File: src/rtl/inst_queue.sv
// Instruction buffer between fetch and decode: multi-push, multi-pop circular queue.
// Define INST_QUEUE_BYPASS_EN to present pushes to decode in the same cycle when the queue is empty.
module inst_queue #(
  parameter int DATA_W  = 32,
  parameter int PC_W    = 32,
  parameter int DEPTH   = 16,
  parameter int FETCH_N = 2,
  parameter int ISSUE_N = 2
) (
  input  logic                           clk,
  input  logic                           rst,
  input  logic                           flush,
  input  logic                           stall,
  input  logic                           push_valid,
  input  logic [$clog2(FETCH_N+1)-1:0]   push_num,
  input  logic [PC_W-1:0]                push_pc,
  input  logic [FETCH_N*DATA_W-1:0]      push_inst,
  output logic [ISSUE_N-1:0]             out_valid,
  output logic [ISSUE_N*DATA_W-1:0]      out_inst,
  output logic [ISSUE_N*PC_W-1:0]        out_pc,
  input  logic [$clog2(ISSUE_N+1)-1:0]   pop_num,
  output logic [$clog2(DEPTH):0]         count,
  output logic                           stallreq_for_fifo
);

  localparam int PW = $clog2(DEPTH);
  localparam int CW = PW + 1;
  localparam int NW = $clog2(FETCH_N + 1);

  logic [DATA_W-1:0] inst_mem [DEPTH];
  logic [PC_W-1:0]   pc_mem   [DEPTH];

  logic [PW-1:0] rd_ptr;
  logic [PW-1:0] wr_ptr;
  logic [CW-1:0] count_r;

  logic          push_legal;
  logic          push_ok;
  logic [CW-1:0] pushed;
  logic [CW-1:0] avail;
  logic [CW-1:0] popped;

  assign count             = count_r;
  assign stallreq_for_fifo = count_r > CW'(DEPTH - FETCH_N);

  assign push_legal = (push_num != '0) && (push_num <= NW'(FETCH_N));
  assign push_ok    = push_valid && push_legal && !stallreq_for_fifo && !flush;
  assign pushed     = push_ok ? CW'(push_num) : '0;

`ifdef INST_QUEUE_BYPASS_EN
  // An empty queue lets decode consume the slots being pushed this cycle.
  assign avail = (count_r == '0) ? pushed : count_r;
`else
  assign avail = count_r;
`endif

  always_comb begin
    popped = CW'(pop_num);
    if (popped > CW'(ISSUE_N)) popped = CW'(ISSUE_N);
    if (popped > avail)        popped = avail;
    if (stall || flush)        popped = '0;
  end

  always_ff @(posedge clk or negedge rst) begin
    if (!rst) begin
      rd_ptr  <= '0;
      wr_ptr  <= '0;
      count_r <= '0;
    end else if (flush) begin
      rd_ptr  <= '0;
      wr_ptr  <= '0;
      count_r <= '0;
    end else begin
      rd_ptr  <= rd_ptr + PW'(popped);
      wr_ptr  <= wr_ptr + PW'(pushed);
      count_r <= count_r + pushed - popped;
    end
  end

  // Each entry keeps its own PC so the order survives pointer wrap without recomputation.
  always_ff @(posedge clk) begin
    if (push_ok) begin
      for (int i = 0; i < FETCH_N; i++) begin
        if (i < int'(push_num)) begin
          inst_mem[wr_ptr + PW'(i)] <= push_inst[i*DATA_W +: DATA_W];
          pc_mem[wr_ptr + PW'(i)]   <= push_pc + PC_W'(4 * i);
        end
      end
    end
  end

  always_comb begin
    out_valid = '0;
    out_inst  = '0;
    out_pc    = '0;
    for (int j = 0; j < ISSUE_N; j++) begin
      if (j < int'(count_r)) begin
        out_valid[j]                = 1'b1;
        out_inst[j*DATA_W +: DATA_W] = inst_mem[rd_ptr + PW'(j)];
        out_pc[j*PC_W +: PC_W]       = pc_mem[rd_ptr + PW'(j)];
      end
`ifdef INST_QUEUE_BYPASS_EN
      else if ((count_r == '0) && push_ok && (j < int'(push_num)) && (j < FETCH_N)) begin
        out_valid[j]                = 1'b1;
        out_inst[j*DATA_W +: DATA_W] = push_inst[j*DATA_W +: DATA_W];
        out_pc[j*PC_W +: PC_W]       = push_pc + PC_W'(4 * j);
      end
`endif
    end
  end

endmodule

File: config.mk
export PLATFORM = sky130hd
export DESIGN_NAME = inst_queue
export DESIGN_NICKNAME = d
export VERILOG_FILES = /design/src/rtl/inst_queue.sv
export SDC_FILE = /design/constraint.sdc
export NUM_CORES = 2
export LEC_CHECK = 0
export BUFFER_PORTS_ARGS = -buffer_cell sky130_fd_sc_hd__buf_2
export CAP_MARGIN = 20
export CORE_ASPECT_RATIO = 0.9
export CORE_MARGIN = 2
export CORE_UTILIZATION = 61
export CTS_BUF_LIST = sky130_fd_sc_hd__clkbuf_4
export DETAILED_ROUTE_END_ITERATION = 8
export GPL_ROUTABILITY_DRIVEN = 0
export PLACE_DENSITY = 0.79
export SLEW_MARGIN = 20
export SYNTH_ARGS = -nofsm -noshare
export SYNTH_HDL_FRONTEND = slang
export SYNTH_SLANG_ARGS = --single-unit
export TNS_END_PERCENT = 50
File: constraint.sdc
create_clock -name clk -period 22.3 [get_ports clk]
set_clock_uncertainty 0.1 [all_clocks]
set_input_delay 2.23 -clock clk [delete_from_list [all_inputs] [get_ports clk]]
set_output_delay 2.23 -clock clk [all_outputs]
set_load 0.02 [all_outputs]
* Word-level counts from Yosys, hierarchy flattened *
Memories as Yosys holds them, arrays and structs flattened.
Index checks and enable logic that the tools add are counted.

word-level totals
  memory bits (writable) = 1024
  register bits after elaboration = 13
  memories = 2
  logic and storage cells = 47

memory list
  memory    depth  bits a word  read ports  clocked after Yosys merged registers in  wr ports  RTL line  source
  inst_mem  16     32           2           0                                        2         30        logic [DATA_W-1:0] inst_mem [DEPTH];
  pc_mem    16     32           2           0                                        2         31        logic [PC_W-1:0] pc_mem [DEPTH];

cells by class
  mux-type cells = 19
  add/sub/neg operators = 7
  reductions and logical operators = 8
  $lt $le $gt $ge = 8

operators by type and width
  cell                                                            number
  two-way mux 32 bit                                              4
  adder 32 x 3 -> 32 bit (second input constant)                  1
  two-way mux 5 bit                                               3
  less-than comparator 1 x 5 -> 1 bit (first input constant)      2
  adder 4 x 1 -> 4 bit (second input constant)                    2
  two-way mux 1 bit                                               8
  two-way mux 4 bit                                               2
  adder 5 x 2 -> 5 bit                                            1
  greater-than comparator 5 x 4 -> 1 bit (second input constant)  1
  greater-than comparator 5 bit                                   1
  subtractor 5 bit                                                1
  adder 4 x 2 -> 4 bit                                            1
  adder 4 bit                                                     1
  logical AND 1 bit                                               4
  less-than comparator 1 x 2 -> 1 bit (first input constant)      2
  two-way mux 2 bit                                               2
  greater-than comparator 2 bit (second input constant)           1
  less-or-equal comparator 2 bit (second input constant)          1
  logical NOT 1 bit                                               2
  nonzero test 2 bit                                              1
  logical OR 1 bit                                                1

* Logic depth before layout (Yosys ltp) *
  depth in word-level cells = 9
  gate-level depth with buffers = 17
  mapped depth without buffers = 16

* Worst setup path after synthesis *
Ideal clock, no wire load.

  path type = input-to-reg
  from = in push_num[0]
  to = mem inst_mem[0][0] (enable)
  setup time = 574 ps
  path slack = 13386 ps
  cell stages on the path = 8
  required time = 21626 ps
  arrival time = 8240 ps
  buffers on the path = 2
  cell sequence = inv_1 > ha_1 > nand2_1 > or3_4 > buf_6 > buf_2 > or4_1 > o21ai_0

RTL lines
  what             RTL line  source
  start, declared  15        input logic [$clog2(FETCH_N+1)-1:0] push_num,
  end, declared    30

* Final worst setup path *
  from = reg rd_ptr[0]
  to = out out_pc[10]

on the way
  cells in the longest elaborated chain, start to end = 2

RTL lines
  what                       RTL line  source
  start, declared            33        logic [PW-1:0] rd_ptr;
  start signal, assigned     74        rd_ptr <= rd_ptr + PW'(popped);
  memory read (16 x 32 bit)  n/a
  two-way mux 32 bit         97        if (j < int'(count_r)) begin
  end, declared              20        output logic [ISSUE_N*PC_W-1:0] out_pc,

No other way between the ends.

==> implementation parameters <==
Parameter                              Value

Status
  Run status    finished, final reports clean

Die
  Core Area    100100 um2
  Standard-cell row count    110
  Die Footprint    103500 um2
  Chip height    ~310 um
  IO Pins    ~240
  Starting Density    0.6155
  Width of the die    around 340 um

Placed design
  Pre-CTS setup slack    ~15000 ps
  Area of placed instances    between 60000 and 70000 um2
  Placed wire-length estimate after detailed placement    114700 um
  Count of buffers from port buffering    between 200 and 250

Power
  Part of the power in registers    0.429
  Net switching power    about 1.6 mW
  Pleak    23.70 nW
  Sw Share    0.3151
  Proportion of power drawn by combinational gates    0.234
  Largest voltage drop on the vdd net    114.8 uV
  Cell-internal power    3.489 mW
  Power Dens Cells    around 76 nW/um2
  Power share of the clock group    0.336

Clock network
  CTS max path bufs    4
  H-Tree Depth    5
  CTS Hold Bufs    0
  Cell chosen for the clock root    clkbuf_4
  Clk sinks    between 1000 and 1500
  Clock latency on the worst-skew pair    1260 ps
  CTS clock-pin slew for the worst setup and hold paths    60 ps
  Post-CTS sizing    0
  Setup bufs post-CTS    0
  Number of buffers inserted during clock tree synthesis    290
  CTS tree    done

Synth
  Area of the mapped netlist    between 60000 and 70000 um2
  Yosys warns    0
  Top_reg_cell synth    edfxtp_1
  Number of synthesized flops with an enable pin    roughly 1000
  Synthesized area per cell    roughly 12 um2
  Synth unique cells    55
  Fraction of registers with async set/reset    0.01254
  Synthesized instance count    between 5000 and 6000
  Fraction of the yosys area taken by sequential cells    0.5046
  Count of state elements after synthesis    1037

Layout
  Design Area, Final    66940 um2
  Fraction of final layout cells sized beyond drive strength 1    0.2652
  Fill cells    6947
  Final-stage net count    between 5000 and 6000
  Utilization after layout    0.6691
  Area growth from synthesis to layout    8.697%

Critical path
  Crit Path Category    flip-flop to output pin
  Launch point of the worst reg-to-reg path    count[0]
  Critical path buffer and inverter count    4
  Worst setup startpoint    rd_ptr[0]
  Critical path cell sequence    buf_12, buf_4, buf_4, mux4_2, mux4_2, nor2b_1, buf_2
  Longest individual stage delay on the worst path    between 900 and 1000 ps
  Worst path top cell family by delay    buffers and inverters
  Worst-path cell with the longest stage delay    buf_4
  Data required time at the worst endpoint    19970 ps
  Critical path startpoint category    flip-flop
  Sort of element at the end of the critical path    output pin
  CP arrival    6440 ps
  Maximum fanout along the worst path    140

Global routing
  Overflow left after global routing    0
  Antenna violations before repair    23
  First-pass GRT wire length    a little over 300000 um
  Number of global-route vias before repair    about 47000
  Pin count of the biggest net entering global routing    about 160
  Tot GR Track Use    0.4055

Route
  DRC violation count after routing    0
  Post-Route WL    approximately 210000 um
  Vias per std cell    between 6 and 7
  Average wire length per cell after detail routing    around 31 um
  Residual antenna-violating net count after detailed routing    0
  First-pass iteration count of the detailed router    9
  Via count of the routed design    47377
  Initial drt markers    approximately 8600

Timing
  Final hold vios    0
  Worst slack on hold paths    674.5 ps
  Final Cycle Share    0.3933
  Worst Setup Slack, final    approximately 14000 ps
  Setup TNS after final layout    0 ps
  Max-slew violation total from the final report    0
  Highest clock rate    about 0.11 GHz
  Final setup viols    0
  Post-route minimum period    slightly below 9000 ps
  Slew at the pin with the worst max-slew slack    ~1300 ps
  Worst max-slew margin expressed relative to the limit    0.1285
  Setup repair after global routing missed its margin    false

Flow run
  Number of maximum-capacitance constraint violations    0

Worst hold path
  Path type of the worst min-delay path    flip-flop to flip-flop
  Hold Path Origin    count[4]
## cells in the mapped netlist, types with 12 or more instances
| library cell | number | area [um2] |
|---|---|---|
| nand2_1 | 1834 | 6884 |
| edfxtp_1 | 1024 | 30750 |
| mux4_2 | 575 | 12950 |
| clkbuf_1 | 293 | 1100 |
| xnor2_1 | 246 | 2155 |
| nor2_1 | 219 | 822.0 |
| xor2_1 | 211 | 1848 |
| buf_2 | 135 | 675.7 |
| a22oi_1 | 128 | 960.9 |
| buf_1 | 108 | 405.4 |
| a21oi_1 | 77 | 385.4 |
| nor2b_1 | 74 | 462.9 |
| nand3_1 | 38 | 190.2 |
| o21ai_0 | 27 | 135.1 |
| buf_4 | 19 | 142.6 |
| ha_1 | 17 | 212.7 |
| inv_1 | 16 | 60.06 |
| nand4_1 | 14 | 87.58 |
| dfrtp_1 | 13 | 325.3 |
| nor3_1 | 13 | 65.06 |
| nor2_4 | 12 | 135.1 |
## per-stage QoR
| step | cells | total power, mW |
|---|---|---|
| 6_report | 6783 | 5.094 |
| 5_1_grt | 6777 | 5.232 |
| 2_1_floorplan | 5179 | 3.006 |
| 4_1_cts | 6758 | 5.064 |
| 3_5_place_dp | 6297 | 3.394 |
| 3_3_place_gp | 6294 | 3.374 |
## sequential cells by signal, summed over array words and instances (netlist names)
register,cells
inst_mem,512
count,5
wr_ptr,4
pc_mem,512
rd_ptr,4
## cells in the final DEF (no fill, tap or decap), types with 17 or more instances in the layout
| master | instances |
|---|---|
| nand2_1 | 1834 |
| edfxtp_1 | 1024 |
| mux4_2 | 575 |
| clkbuf_4 | 415 |
| xnor2_1 | 245 |
| buf_2 | 240 |
| nor2_1 | 213 |
| xor2_1 | 211 |
| a22oi_1 | 128 |
| buf_4 | 92 |
| a21oi_1 | 77 |
| nor2b_1 | 74 |
| clkinv_1 | 32 |
| nand3_1 | 23 |
| diode_2 | 21 |
| nor2_4 | 17 |
## final cells by class
| type | count | area, um2 | area share |
|---|---|---|---|
| well taps | 1344 | 1682 | 0.02512 |
| diodes | 21 | 52.55 | 0.0007850 |
| flip-flops and latches | 1037 | 31090 | 0.4644 |
| clock inverters | 46 | 282.8 | 0.004224 |
| inverters | 16 | 60.06 | 0.0008971 |
| repair buffers | 343 | 2130 | 0.03181 |
| multi-input cells | 3561 | 28530 | 0.4262 |
| clock buffers | 415 | 3115 | 0.04654 |
## final timing paths
check | to | slack [ps] | depth (start not counted)
min in group asynchronous | wr_ptr[1] | 790 | 1
hold reg to reg | count[4] | 670 | 3
max in group asynchronous | rd_ptr[1] | 20890 | 1
hold / removal | count[4] | 670 | 3
setup / recovery | out_pc[10] | 13530 | 7
setup reg to reg | pc_mem[11][12] | 17750 | 6
## kinds of logic after synthesis
family          Yosys count  synth area share
fa+ha+maj                21          0.004754
compound gates          243           0.02560
flops                  1037            0.5046
other cells               2         0.0001219
simple gates           2258            0.1485
xor+xnor                457           0.06499
mux                     579            0.2110
buf+inv                 581           0.04049
## power by group through the flow
stage / combinational, mW / clock [mW] / sequential (mW)
2_1_floorplan: 0.794 / 0 / 2.21
6_report: 1.19 / 1.71 / 2.19
3_5_place_dp: 1.17 / 0 / 2.23
4_1_cts: 1.17 / 1.71 / 2.19
3_3_place_gp: 1.15 / 0 / 2.23
5_1_grt: 1.24 / 1.80 / 2.19
## per-layer routing
| metal | track usage | vias up | part of all wire |
|---|---|---|---|
| met4 | 0.2454 | 13 | 0.068 |
| met1 | 0.5275 | 22465 | 0.31 |
| met2 | 0.5893 | 5086 | 0.44 |
| met3 | 0.1433 | 1088 | 0.19 |
| li1 | - | 18725 | - |
| met5 | 0.007407 | - | 0.00084 |
## worst reg2reg max path, cell delays in order (launching register included)
cell and delay [ps]:
dfrtp_1 470, a41o_1 320, or3_4 600, nor2_1 180, nand3_1 330, o21ai_4 990
buf_4 960
Power figures use the tool's default switching activity.
